### src/rtl/captura_entrada_pkg.sv
// Shared types and constants for the switch-capture front-end.
package entrada_pkg;

    // Button-handling FSM states
    typedef enum logic [1:0] {
        IDLE        = 2'd0,
        DEB_PRESS   = 2'd1,
        HELD        = 2'd2,
        DEB_RELEASE = 2'd3
    } state_t;

    // Largest value the downstream BCD encoder accepts
    localparam logic [3:0] BCD_MAX = 4'd9;

    // True when the nibble is a legal BCD digit
    function automatic logic is_bcd(input logic [3:0] value);
        return (value <= BCD_MAX);
    endfunction

endpackage

### src/rtl/captura_entrada_if.sv
// Switch/button inputs and captured-value outputs of the capture front-end.
interface captura_entrada_if;

    logic [3:0] Switches;
    logic       Button;
    logic [3:0] Input;
    logic       Ready;
    logic       Error;
    logic       Busy;

    // Side that drives the raw switches/button and consumes the result
    modport master (
        output Switches,
        output Button,
        input  Input,
        input  Ready,
        input  Error,
        input  Busy
    );

    // Side implemented by captura_entrada
    modport slave (
        input  Switches,
        input  Button,
        output Input,
        output Ready,
        output Error,
        output Busy
    );

endinterface

### src/rtl/captura_entrada_sync_2ff.sv
// Two-flop synchroniser for asynchronous level inputs, cleared by reset.
module sync_2ff #(
    parameter int WIDTH = 1
) (
    input  logic             i_clk,
    input  logic             i_srst,
    input  logic [WIDTH-1:0] i_d,
    output logic [WIDTH-1:0] o_q
);

    logic [WIDTH-1:0] r_meta;
    logic [WIDTH-1:0] r_sync;

    // First flop may go metastable; second flop gives it a full cycle to settle
    always_ff @(posedge i_clk) begin
        if (i_srst) begin
            r_meta <= '0;
            r_sync <= '0;
        end else begin
            r_meta <= i_d;
            r_sync <= r_meta;
        end
    end

    assign o_q = r_sync;

endmodule

### src/rtl/captura_entrada.sv
// Debounces the confirm button and captures one switch value per clean press,
// presenting BCD values with a Ready strobe and rejecting others with Error.
module captura_entrada
    import entrada_pkg::*;
#(
    parameter  int DEBOUNCE_CYCLES = 250000,
    localparam int CNT_W           = $clog2(DEBOUNCE_CYCLES)
) (
    input  logic               Clock,
    input  logic               Reset,
    captura_entrada_if.slave   bus
);

    localparam logic [CNT_W-1:0] CNT_LAST = CNT_W'(DEBOUNCE_CYCLES - 1);

    logic [4:0]       w_sync;
    logic             w_btn_s;
    logic [3:0]       w_sw_s;

    state_t           r_state;
    state_t           w_state_next;
    logic [CNT_W-1:0] r_cnt;
    logic [CNT_W-1:0] w_cnt_next;
    logic             w_capture;

    logic [3:0]       r_input;
    logic             r_ready;
    logic             r_error;

    sync_2ff #(
        .WIDTH (5)
    ) u_sync (
        .i_clk  (Clock),
        .i_srst (Reset),
        .i_d    ({bus.Button, bus.Switches}),
        .o_q    (w_sync)
    );

    assign w_btn_s = w_sync[4];
    assign w_sw_s  = w_sync[3:0];

    // State, debounce counter and output registers; reset aborts any press in flight
    always_ff @(posedge Clock) begin
        if (Reset) begin
            r_state <= IDLE;
            r_cnt   <= '0;
            r_input <= 4'd0;
            r_ready <= 1'b0;
            r_error <= 1'b0;
        end else begin
            r_state <= w_state_next;
            r_cnt   <= w_cnt_next;
            r_ready <= w_capture && is_bcd(w_sw_s);
            r_error <= w_capture && !is_bcd(w_sw_s);
            if (w_capture && is_bcd(w_sw_s)) begin
                r_input <= w_sw_s;
            end
        end
    end

    // Next-state and counter logic; the counter saturates at CNT_LAST by construction
    always_comb begin
        w_state_next = r_state;
        w_cnt_next   = r_cnt;
        w_capture    = 1'b0;
        case (r_state)
            IDLE: begin
                if (w_btn_s) begin
                    w_state_next = DEB_PRESS;
                    w_cnt_next   = '0;
                end
            end
            DEB_PRESS: begin
                if (!w_btn_s) begin
                    w_state_next = IDLE;
                end else if (r_cnt == CNT_LAST) begin
                    w_state_next = HELD;
                    w_capture    = 1'b1;
                end else begin
                    w_cnt_next = r_cnt + 1'b1;
                end
            end
            HELD: begin
                if (!w_btn_s) begin
                    w_state_next = DEB_RELEASE;
                    w_cnt_next   = '0;
                end
            end
            DEB_RELEASE: begin
                if (w_btn_s) begin
                    w_state_next = HELD;
                end else if (r_cnt == CNT_LAST) begin
                    w_state_next = IDLE;
                end else begin
                    w_cnt_next = r_cnt + 1'b1;
                end
            end
            default: begin
                w_state_next = IDLE;
                w_cnt_next   = '0;
            end
        endcase
    end

    assign bus.Input = r_input;
    assign bus.Ready = r_ready;
    assign bus.Error = r_error;
    assign bus.Busy  = (r_state != IDLE);

endmodule

### src/flat_wrapper.sv
// flat-port wrapper written by rule: the top's interface ports become plain ports
module captura_entrada_flat import entrada_pkg::*;
#(
    parameter  int DEBOUNCE_CYCLES = 250000,
    localparam int CNT_W           = $clog2(DEBOUNCE_CYCLES)
)
  (Clock, Reset, bus_Switches, bus_Button, bus_Input, bus_Ready, bus_Error, bus_Busy);
  captura_entrada_if bus_i ();
  input  logic Clock;
  input  logic Reset;
  input wire logic [$bits(bus_i.Switches)-1:0] bus_Switches;
  input wire logic [$bits(bus_i.Button)-1:0] bus_Button;
  output wire logic [$bits(bus_i.Input)-1:0] bus_Input;
  output wire logic [$bits(bus_i.Ready)-1:0] bus_Ready;
  output wire logic [$bits(bus_i.Error)-1:0] bus_Error;
  output wire logic [$bits(bus_i.Busy)-1:0] bus_Busy;
  assign bus_i.Switches = bus_Switches;
  assign bus_i.Button = bus_Button;
  assign bus_Input = bus_i.Input;
  assign bus_Ready = bus_i.Ready;
  assign bus_Error = bus_i.Error;
  assign bus_Busy = bus_i.Busy;
  captura_entrada #(.DEBOUNCE_CYCLES(DEBOUNCE_CYCLES)) u_core (.Clock(Clock), .Reset(Reset), .bus(bus_i));
endmodule
### config.mk
export PLATFORM = sky130hd
export DESIGN_NAME = captura_entrada_flat
export DESIGN_NICKNAME = d
export VERILOG_FILES = /design/src/rtl/captura_entrada_pkg.sv /design/src/rtl/captura_entrada_if.sv /design/src/rtl/captura_entrada_sync_2ff.sv /design/src/rtl/captura_entrada.sv /design/src/flat_wrapper.sv
export SDC_FILE = /design/constraint.sdc
export NUM_CORES = 1
export LEC_CHECK = 0
export ABC_CLOCK_PERIOD_IN_PS = 2000
export CAP_MARGIN = 30
export CORE_MARGIN = 8
export CORE_UTILIZATION = 50
export CTS_CLUSTER_SIZE = 16
export DETAILED_ROUTE_END_ITERATION = 8
export HOLD_SLACK_MARGIN = 0.05
export PLACE_DENSITY = 0.75
export SLEW_MARGIN = 20
export SYNTH_ARGS = -nofsm -noshare
export SYNTH_HDL_FRONTEND = slang
export SYNTH_HIERARCHICAL = 1
export SYNTH_SLANG_ARGS = --single-unit
### constraint.sdc
create_clock -name Clock -period 2 [get_ports Clock]
set_input_delay 0.3 -clock Clock [delete_from_list [all_inputs] [get_ports Clock]]
set_output_delay 0.3 -clock Clock [all_outputs]
set_load 0.02 [all_outputs]
After elaboration in Yosys (flattened, before gate mapping) --
Cells that the tools add are included.
Word-level totals: bits in registers 36, logic and storage cells 42
Cells by class: reductions and logical operators 7, muxes and demuxes 16, equal/unequal tests 10, $lt $le $gt $ge 1, add/sub/neg operators 1
Operators with widths (count):
- 18-bit 2-to-1 mux | 5
- 18-bit case mux with 4 select lines | 1
- 18-bit by 1-bit adder with 18-bit output (second input constant) | 1
- 18-bit == test (second input constant) | 1
- 2-bit 2-to-1 mux | 6
- 2-bit inequality test (second input constant) | 4
- 2-bit case mux with 4 select lines | 1
- 4-bit AND reduction | 2
- 3-bit by 2-bit inequality test with 1-bit output (second input constant) | 2
- 2-bit == test (second input constant) | 2
- 4-bit <= comparator (second input constant) | 1
- 1-bit 2-to-1 mux | 3
- 2-bit by 1-bit == test with 1-bit output (second input constant) | 1
- 1-bit logical AND | 2
- 2-bit zero test | 1
- 2-bit nonzero test | 1
- 1-bit zero test | 1

Longest topological paths before layout --
Gate-level depths: netlist of run 1.
word-level depth 5, mapped depth 7, mapped depth without buffers 6

Modules after synthesis --
Netlist of run 1, hierarchy kept.
Modules (own cells, without submodules):
- captura_entrada | cells each 145, times used 1, area an instance 1323.8 um2
- sync_2ff | cells each 20, times used 1, area an instance 262.8 um2

Worst setup path after synthesis of run 1 --
Ideal clock, no wire load.
kind register to register, start register u_core.r_cnt[6], end register u_core.r_input[0], in the netlist u_core/bus.Input[0], stages on the path, launching flop included 7, clock period less this slack 2100 ps, path slack -100 ps, buffers on the path 1, arrival time 1972 ps, path through dfxtp_1 > or4b_1 > or4_1 > buf_6 > nor4_1 > mux2i_1 > nor2_1
Between the ends: word-level cells in the longest chain between the ends 5
RTL lines:
- from (decl) | RTL line captura_entrada.sv:22 | logic [CNT_W-1:0] r_cnt;
- from (signal assigned) | RTL line captura_entrada.sv:52 | r_cnt <= w_cnt_next;
- 18-bit == test | RTL line captura_entrada.sv:76 | end else if (r_cnt == CNT_LAST) begin
- 1-bit 2-to-1 mux | RTL line captura_entrada.sv:76
- 1-bit 2-to-1 mux | RTL line captura_entrada.sv:74 | if (!w_btn_s) begin
- 1-bit 2-to-1 mux | RTL line captura_entrada.sv:66 | case (r_state)
- 1-bit logical AND | RTL line captura_entrada.sv:55 | if (w_capture && is_bcd(w_sw_s)) begin
- to (signal assigned) | RTL line captura_entrada.sv:56 | r_input <= w_sw_s;
- to (decl) | RTL line captura_entrada.sv:26 | logic [3:0] r_input;
No other way between the ends. A chain may end at the register's enable or synchronous reset.

Worst setup path after layout of run 1 --
start register u_core.r_cnt[5], end register u_core.r_error, in the netlist u_core/bus.Error
Between the ends: word-level cells in the longest chain between the ends 5
RTL lines:
- 18-bit == test | RTL line captura_entrada.sv:76
- 1-bit 2-to-1 mux | RTL line captura_entrada.sv:76
- 1-bit 2-to-1 mux | RTL line captura_entrada.sv:74
- 1-bit 2-to-1 mux | RTL line captura_entrada.sv:66
- 1-bit logical AND | RTL line captura_entrada.sv:54 | r_error <= w_capture && !is_bcd(w_sw_s);
- to (signal assigned) | RTL line captura_entrada.sv:54
- to (decl) | RTL line captura_entrada.sv:28 | logic r_error;
No other way between the ends.

==> metrics.csv, run 1 <==
metric;value;unit
Final ANT Viol Nets;0;
vias in the first global route;1339;
Die Width;72.33;µm
final WL;3885;µm
WHS;0.4537;ns
WL met3;236;µm
CTS clk-pin slew, worst paths;0.11;ns
Primary FF master, synth;dfxtp_1;
final std cells w/o fill;249;
Synth cell types;45;
final setup margin;-0.05785;ns
Placer Congestion;0.8128;
largest net degree at the start of global routing;24;
hold path depth;1;
via count;1461;
Setup TNS;-0.2006;ns
CTS Buffer Depth;2;
Congestion Overflow GR;0;
critical path class;reg -> reg;
CTS tree;built;
Slew Viols, Final;0;
initial antenna violation count;0;
Mapped Area;1587;µm²
H-Tree Depth;2;
Die H;72.33;µm
DP Area;1912;µm²
DP HPWL;2762;µm
Cell Rows;20;
Leakage;0.8226;nW
Syn-to-layout area delta;31.15;%
first-pass GRT wire length;6417;µm
Clock Skew;0.005747;ns
CTS sink count;36;
CTS root buf;clkbuf_4;
Final Cycle Share;102.9;%
r2r worst-path depth;4;
DP Cell Count;237;
Die Area;5232;µm²
TritonCTS buffer count;5;
status;complete, but fails checks;
most common cell in the netlist;dfxtp_1;
CP max FO;7;
total global-route track usage;15.42;%
Post-synth ARST share;0;%
uppermost layer routed;met4;
Initial Util;52.40;%
endpoints failing setup;8;
net count after synthesis;173;
maximum clock frequency;0.4859;GHz
EDFF count, synth;0;
Mapped Cells;165;
Final Hold Viols;0;
Least-Margin Pin Slew;0.4893;ns
count of state elements after synthesis;36;
Worst Hold Class;reg -> reg;
n_diodes;0;
Metal-1 WL;1613;µm
slowest stage cell, crit path;or4b_4;
Worst EP required;2.28;ns
largest cells by area after synthesis;dfxtp_1 45%, nor2b_1 4.7%, a21oi_1 3.5%, xor2_1 3.3%, nor2_1 2.8%;
Synth top area share;45.43;%
max cap viols;0;
nets;212;
maximum vdd ir drop;504.6;µV
DR WL/cell;15.60;µm
router iterations before antenna repair;4;
DRC viols;0;
average cell area after synthesis;9.615;µm²
biggest cell delay along the critical path;0.54;ns
Finished Cell Area;2081;µm²
core area;3028;µm²
Pwr Density;624.8;nW/µm²
register area share after synthesis;45.43;%
top post-synthesis cells by count;36 x dfxtp_1, 12 x nor2_1, 12 x nor2b_1;
Starting DRT DRC Count;80;
RSZ-0062 raised after global routing;true;
min Tclk post-route;2.058;ns
critical path arrival;2.34;ns
failing checks;negative setup slack;
share of layout cells above drive strength 1;25.85;%
Skew-Pair Late Insertion Delay;0.34;ns
port bufs;13;
Yosys warning total;6;
Avg Vias per Cell;5.867;
DR WL met2;2009;µm
CP startpoint kind;flip-flop;
Crit path top cell by count;or4_4;
Pwr Total;1.300;mW
relative max-transition margin;67.14;%
cell chain of the critical path;or4b_4 > or4_4 > or4_4 > nor2_2;
critical path endpoint category;flip-flop;
area leader, netlist;dfxtp_1;
io pins;14;
[critical path, delay by kind of cell, from the launching register on]
family | cells | cell delay (ns)
and+or+nand+nor | 4 | 1.65
DFF | 1 | 0.34
[sequential cells by signal, summed over array words and instances (netlist names), named ones only]
| name | cells |
|---|---|
| u_core/r_state | 1 |
| u_core/bus.Ready | 1 |
| u_core/bus.Error | 1 |
| u_core/u_sync/r_meta | 5 |
| u_core/u_sync/o_q | 5 |
| u_core/r_cnt | 18 |
| u_core/bus.Input | 4 |
[kinds of logic after synthesis]
family	Yosys count	share of synthesized area [%]
AO/OA/AOI/OAI	40	18.53
XOR/XNOR	7	3.864
adder cells (fa/ha/maj)	1	0.7885
buffers and inverters	6	1.892
flip-flops	36	45.43
multiplexers	2	1.341
AND/OR/NAND/NOR	73	28.15
[area by class of cell]
cell class / instances / area (µm²)
Sequential cell: 36 / 723.2
Timing Repair Buffer: 36 / 302.8
Multi-Input combinational cell: 124 / 915.9
Inverter: 1 / 3.754
Fill cell: 230 / 947.2
Clock inverter: 3 / 42.54
Tap cell: 44 / 55.05
Clock buffer: 5 / 37.54
[power by group]
group	switching, mW	internal [mW]
Combinational	0.0332	0.0281
Clock	0.245	0.261
Sequential	0.00684	0.727
Total	0.285	1.02
[timing repair]
| action | 4_1_cts | 5_1_grt |
|---|---|---|
| cloned | 1 | 0 |
| endpoints found under the setup margin | 17 | 21 |
| pin swaps | 8 | 1 |
| hold buffers | 0 | 0 |
| buffers inserted | 1 | 3 |
| gates resized for setup | 7 | 7 |
[routing by layer]
| metal | vias up | global-route usage (%) |
|---|---|---|
| met3 | 5 | 4.959 |
| met4 | 0 | 5.215 |
| met2 | 49 | 25.18 |
| li1 | 704 | - |
| met5 | - | 0 |
| met1 | 703 | 18.47 |
[final timing paths]
kind | from | end | slack, ns
worst max-delay path | u_core/r_cnt[5] | u_core/bus.Error | -0.06
worst min-delay path | u_core/u_sync/r_meta[0] | u_core/u_sync/o_q[0] | 0.45
worst max register to register | u_core/r_cnt[5] | u_core/bus.Error | -0.06
worst min register to register | u_core/u_sync/r_meta[0] | u_core/u_sync/o_q[0] | 0.45
[metrics by stage]
stage | setup slack (ns) | utilization [%]
after floorplan | -0.04420 | -
after CTS | -0.05435 | 67.56
after detailed placement | -0.1708 | 63.14
final | -0.05785 | 68.72
after global placement | -0.07948 | 63.14
after global routing | -0.1535 | 68.72
[cell usage in the layout, fill, tap and decap left out, drive strengths merged, types with 4 or more instances in the layout]
cell,count
xor2,6
nor3,4
dfxtp,36
clkbuf,5
a31oi,5
nor2,12
o21ai,5
buf,23
nor2b,12
a21oi,11
nand2,9
nand4,6
a41o,4
clkdlybuf4s50,13
Power figures use the tool's default switching activity.
==> run 2, diff against run 1 <==
Settings changed: CORE_MARGIN 8 to default.
==> metrics.csv, run 2 (same netlist as run 1, synthesis figures left out) <==
metric;value;unit
status;complete, but fails checks;
failing checks;negative setup slack;
Cell Rows;20;
most frequent cells in the layout;34 x dfxtp_1, 19 x buf_4, 13 x clkdlybuf4s50_1, 12 x nor2b_1, 10 x a21oi_1;
via count;1407;
Top reg by flops;u_core/r_cnt;
maximum vdd ir drop;397.7;µV
Die Area;3402;µm²
Starting DRT DRC Count;58;
first-pass GRT wire length;5878;µm
Syn-to-layout area delta;27.60;%
maximum clock frequency;0.4760;GHz
critical path class;reg -> reg;
share of layout cells above drive strength 1;22.50;%
n_diodes;0;
Avg Vias per Cell;5.766;
Post-Route Utilization;66.86;%
TritonCTS buffer count;5;
Leakage;0.7937;nW
Worst Hold Class;reg -> reg;
critical path arrival;2.38;ns
Final Hold Viols;0;
core area;3028;µm²
CP startpoint kind;flip-flop;
hold-fix buffer count after cts;0;
CTS sink count;36;
DP Cell Count;237;
Final ANT Viol Nets;0;
commonest non-fill, non-tap cell in the layout;dfxtp_1;
CTS clk-pin slew, worst paths;0.11;ns
endpoints failing setup;10;
total global-route track usage;22.74;%
Die H;58.33;µm
CTS root buf;clkbuf_4;
port bufs;13;
vias in the first global route;1317;
CTS tree;built;
initial antenna violation count;0;
final setup margin;-0.1007;ns
RSZ-0062 raised after global routing;true;
H-Tree Depth;2;
Congestion Overflow GR;0;
max cap viols;0;
Final Cycle Share;105.0;%
DRC viols;0;
DP HPWL;2575;µm
critical path endpoint category;flip-flop;
router iterations before antenna repair;4;
final std cells w/o fill;244;
largest net degree at the start of global routing;24;
Clock Skew;0.008269;ns
Skew-Pair Late Insertion Delay;0.33;ns
Slew Viols, Final;0;
nets;207;
Pwr Density;633.8;nW/µm²
Largest register FFs;18;
DR WL/cell;14.50;µm
Initial Util;52.40;%
CP max FO;6;
Placer Congestion;0.8176;
final WL;3539;µm
Worst EP required;2.28;ns
DP Worst Slack;-0.1510;ns
min Tclk post-route;2.101;ns
Least-Margin Pin Slew;0.5309;ns
CTS Buffer Depth;2;
Die Width;58.33;µm
io pins;14;
relative max-transition margin;64.61;%
-- run 2: cell types whose count changed in the layout (fill, tap and decap cells not counted), sizes merged --
cell	delta
buf	-4
clkbuf	+1
clkinvlp	-1
o211ai	-1
-- run 2: worst max-delay path, cell delays in order (launching register included) --
cell     delay [ns]
dfxtp_2        0.34
or4b_4         0.54
or4_4          0.51
or4_4          0.56
nor2_2         0.10
-- run 2: power breakdown --
part	total [mW]	switching [mW]	internal, mW	leakage, nW
logic	0.0591	0.0313	0.0279	0.458
clock network	0.491	0.229	0.262	0.0422
registers	0.733	0.00687	0.726	0.293
total	1.28	0.267	1.02	0.794
-- run 2: path summary, 6_finish.rpt --
check,endpoint,cells past startpoint,slack (ns),from
worst max register to register,u_core/bus.Ready,4,-0.10,u_core/r_cnt[5]
worst min-delay path,u_core/u_sync/o_q[3],1,0.45,u_core/u_sync/r_meta[3]
worst min register to register,u_core/u_sync/o_q[3],1,0.45,u_core/u_sync/r_meta[3]
worst max-delay path,u_core/bus.Ready,4,-0.10,u_core/r_cnt[5]
-- run 2: area by class of cell --
type	instances	area, µm²
fillers	247	1003
multi-input cells	123	893.4
flip-flops and latches	36	723.2
repair buffers	32	272.8
well taps	44	55.05
clock buffers	6	41.29
clock inverters	2	35.03
inverters	1	3.754
-- run 2: what timing repair did --
action	CTS	global route
setup endpoints to repair	17	21
pin swaps	7	1
setup buffers	0	0
resized for setup	6	6
-- run 2: metal layers --
metal  global-route usage [%]  vias up  share of wire (%)  routed length, µm
met3                    4.835        6                2.4                 86
met4                    8.844        0                1.1                 39
met5                        0        -                  0                  0
li1                         -      688                  -                  -
met2                    37.60       22                 49               1744
met1                    29.21      691                 47               1669
-- run 2: stage by stage --
| step | total power, mW | hold WS, ns | instance area [µm²] | TNS, ns |
|---|---|---|---|---|
| after floorplan | 0.7776 | 0.3716 | 1603 | -0.1172 |
| after global placement | 0.8046 | 0.4193 | 1912 | -0.5802 |
| after detailed placement | 0.8070 | 0.4274 | 1912 | -1.145 |
| after CTS | 1.293 | 0.4510 | 2016 | -0.7636 |
| after global routing | 1.328 | 0.4602 | 2024 | -0.9696 |
| final | 1.283 | 0.4470 | 2024 | -0.4012 |
==> run 3, diff against run 2 <==
Settings changed: CELL_PAD_IN_SITES_DETAIL_PLACEMENT from default to 2, CELL_PAD_IN_SITES_GLOBAL_PLACEMENT from default to 2, CORE_UTILIZATION 50 to 32.
==> metrics.csv, run 3 (same netlist as run 1, synthesis figures left out) <==
metric;value;unit
status;complete, but fails checks;
failing checks;negative setup slack;
final WL;5575;µm
biggest cell delay along the critical path;0.55;ns
Die H;72.41;µm
min Tclk post-route;2.153;ns
clock group share of total power;39.3;%
Final Hold Viols;0;
critical path arrival;2.36;ns
Slew Viols, Final;0;
DP Cell Count;263;
final setup margin;-0.1526;ns
share of power burned in registers;55.6;%
Worst Hold Class;reg -> reg;
H-Tree Depth;2;
DR WL/cell;20.27;µm
Die Width;72.41;µm
sw frac;24.51;%
commonest non-fill, non-tap cell in the layout;dfxtp_1;
Post-Route Utilization;45.97;%
initial antenna violation count;0;
DRC viols;0;
CP Buf/Inv Count;1;
nets;215;
maximum clock frequency;0.4645;GHz
router iterations before antenna repair;4;
endpoints failing setup;21;
CP max FO;7;
CTS sink count;36;
Largest register FFs;18;
Least-Margin Pin Slew;0.5451;ns
cell internal pwr;998.0;µW
slowest stage cell, crit path;or4b_4;
Final Cycle Share;107.6;%
cell chain of the critical path;or4b_4 > or4_4 > buf_8 > nor4_4 > a21oi_2 > a211oi_2;
io pins;14;
DP Area;1963;µm²
n_diodes;0;
CP startpoint kind;flip-flop;
Setup TNS;-1.342;ns
port bufs;13;
Initial Util;33.37;%
Final ANT Viol Nets;0;
critical path class;reg -> reg;
via count;1476;
first-pass GRT wire length;8197;µm
CP delay by family, top;simple AND/OR/NAND/NOR gates;
CTS Buffer Depth;2;
Worst EP required;2.20;ns
CTS clk-pin slew, worst paths;0.08;ns
hold_sp;u_core/u_sync/r_meta[4];
TritonCTS buffer count;5;
CTS tree;built;
core area;4755;µm²
vias in the first global route;1600;
max cap viols;0;
total global-route track usage;21.08;%
relative max-transition margin;63.66;%
Congestion Overflow GR;0;
CP Launch Point;u_core/r_cnt[5];
Finished Cell Area;2186;µm²
Pwr Density;604.8;nW/µm²
Leakage;0.8653;nW
Placer Congestion;0.8036;
final std cells w/o fill;275;
maximum vdd ir drop;435.6;µV
CTS root buf;clkbuf_8;
Skew-Pair Late Insertion Delay;0.29;ns
most frequent cells in the layout;34 x dfxtp_1, 23 x buf_4, 13 x clkdlybuf4s50_1, 12 x nor2b_1, 10 x nor2_1;
Cell Rows;25;
Die Area;5243;µm²
share of layout cells above drive strength 1;28.85;%
Sw Pwr;324.1;µW
largest net degree at the start of global routing;24;
Clock Skew;0.007767;ns
Syn-to-layout area delta;37.78;%
DP HPWL;3405;µm
Avg Vias per Cell;5.367;
Starting DRT DRC Count;68;
RSZ-0062 raised after global routing;true;
hold-fix buffer count after cts;0;
critical path endpoint category;flip-flop;
Top reg by flops;u_core/r_cnt;
Gate power share;5.1;%
reg2reg start;u_core/r_cnt[5];
WHS;0.4411;ns
run 3: cell count changes in the layout (fill, tap and decap cells not counted), sizes merged:
cell    change
bufinv      -1
clkinv      +2
buf         +7
clkbuf      -1
o211ai      +1
run 3: what timing repair did:
item / 4_1_cts / 5_1_grt
cloned: 1 / 0
endpoints found under the setup margin: 21 / 21
resized for setup: 17 / 7
pin swaps: 14 / 1
setup buffers: 4 / 0
run 3: path summary, 6_finish.rpt:
| check | slack, ns | end | depth (start not counted) |
|---|---|---|---|
| setup / recovery | -0.15 | u_core/bus.Input[2] | 6 |
| setup reg to reg | -0.15 | u_core/bus.Input[2] | 6 |
| hold / removal | 0.44 | u_core/u_sync/o_q[4] | 1 |
| hold reg to reg | 0.44 | u_core/u_sync/o_q[4] | 1 |
run 3: worst reg2reg max path, stage by stage, from the launching register on:
cell	delay, ns
dfxtp_2	0.33
or4b_4	0.55
or4_4	0.44
buf_8	0.17
nor4_4	0.24
a21oi_2	0.10
a211oi_2	0.24
run 3: metal layers:
metal  GRT usage [%]  routed length [µm]  part of all wire [%]  vias up
li1                -                   -                     -      703
met4           7.407                  45                  0.81        0
met1           26.44                2590                    46      753
met2           35.20                2821                    51       13
met3           5.139                 118                   2.1        7
met5               0                   0                     0        -
run 3: power by group through the flow:
| stage | clock network [mW] | logic (mW) | registers [mW] |
|---|---|---|---|
| finish | 0.520 | 0.0675 | 0.735 |
| global placement | 0 | 0.0588 | 0.749 |
| CTS | 0.536 | 0.0660 | 0.734 |
| floorplan | 0 | 0.0299 | 0.748 |
| detailed placement | 0 | 0.0618 | 0.750 |
| global route | 0.563 | 0.0724 | 0.736 |
run 3: layout make-up:
class	count	area, µm²
multi-input cells	124	947.2
inverters	1	3.754
flip-flops and latches	36	723.2
well taps	67	83.83
fillers	516	2569
clock buffers	5	68.82
clock inverters	3	18.77
repair buffers	39	340.3
run 3: through the flow:
step / power (mW) / setup slack (ns)
2_1_floorplan: 0.7776 / -0.04420
3_3_place_gp: 0.8080 / -0.08108
3_5_place_dp: 0.8119 / -0.2065
6_report: 1.322 / -0.1526
5_1_grt: 1.371 / -0.2238
4_1_cts: 1.335 / -0.08355
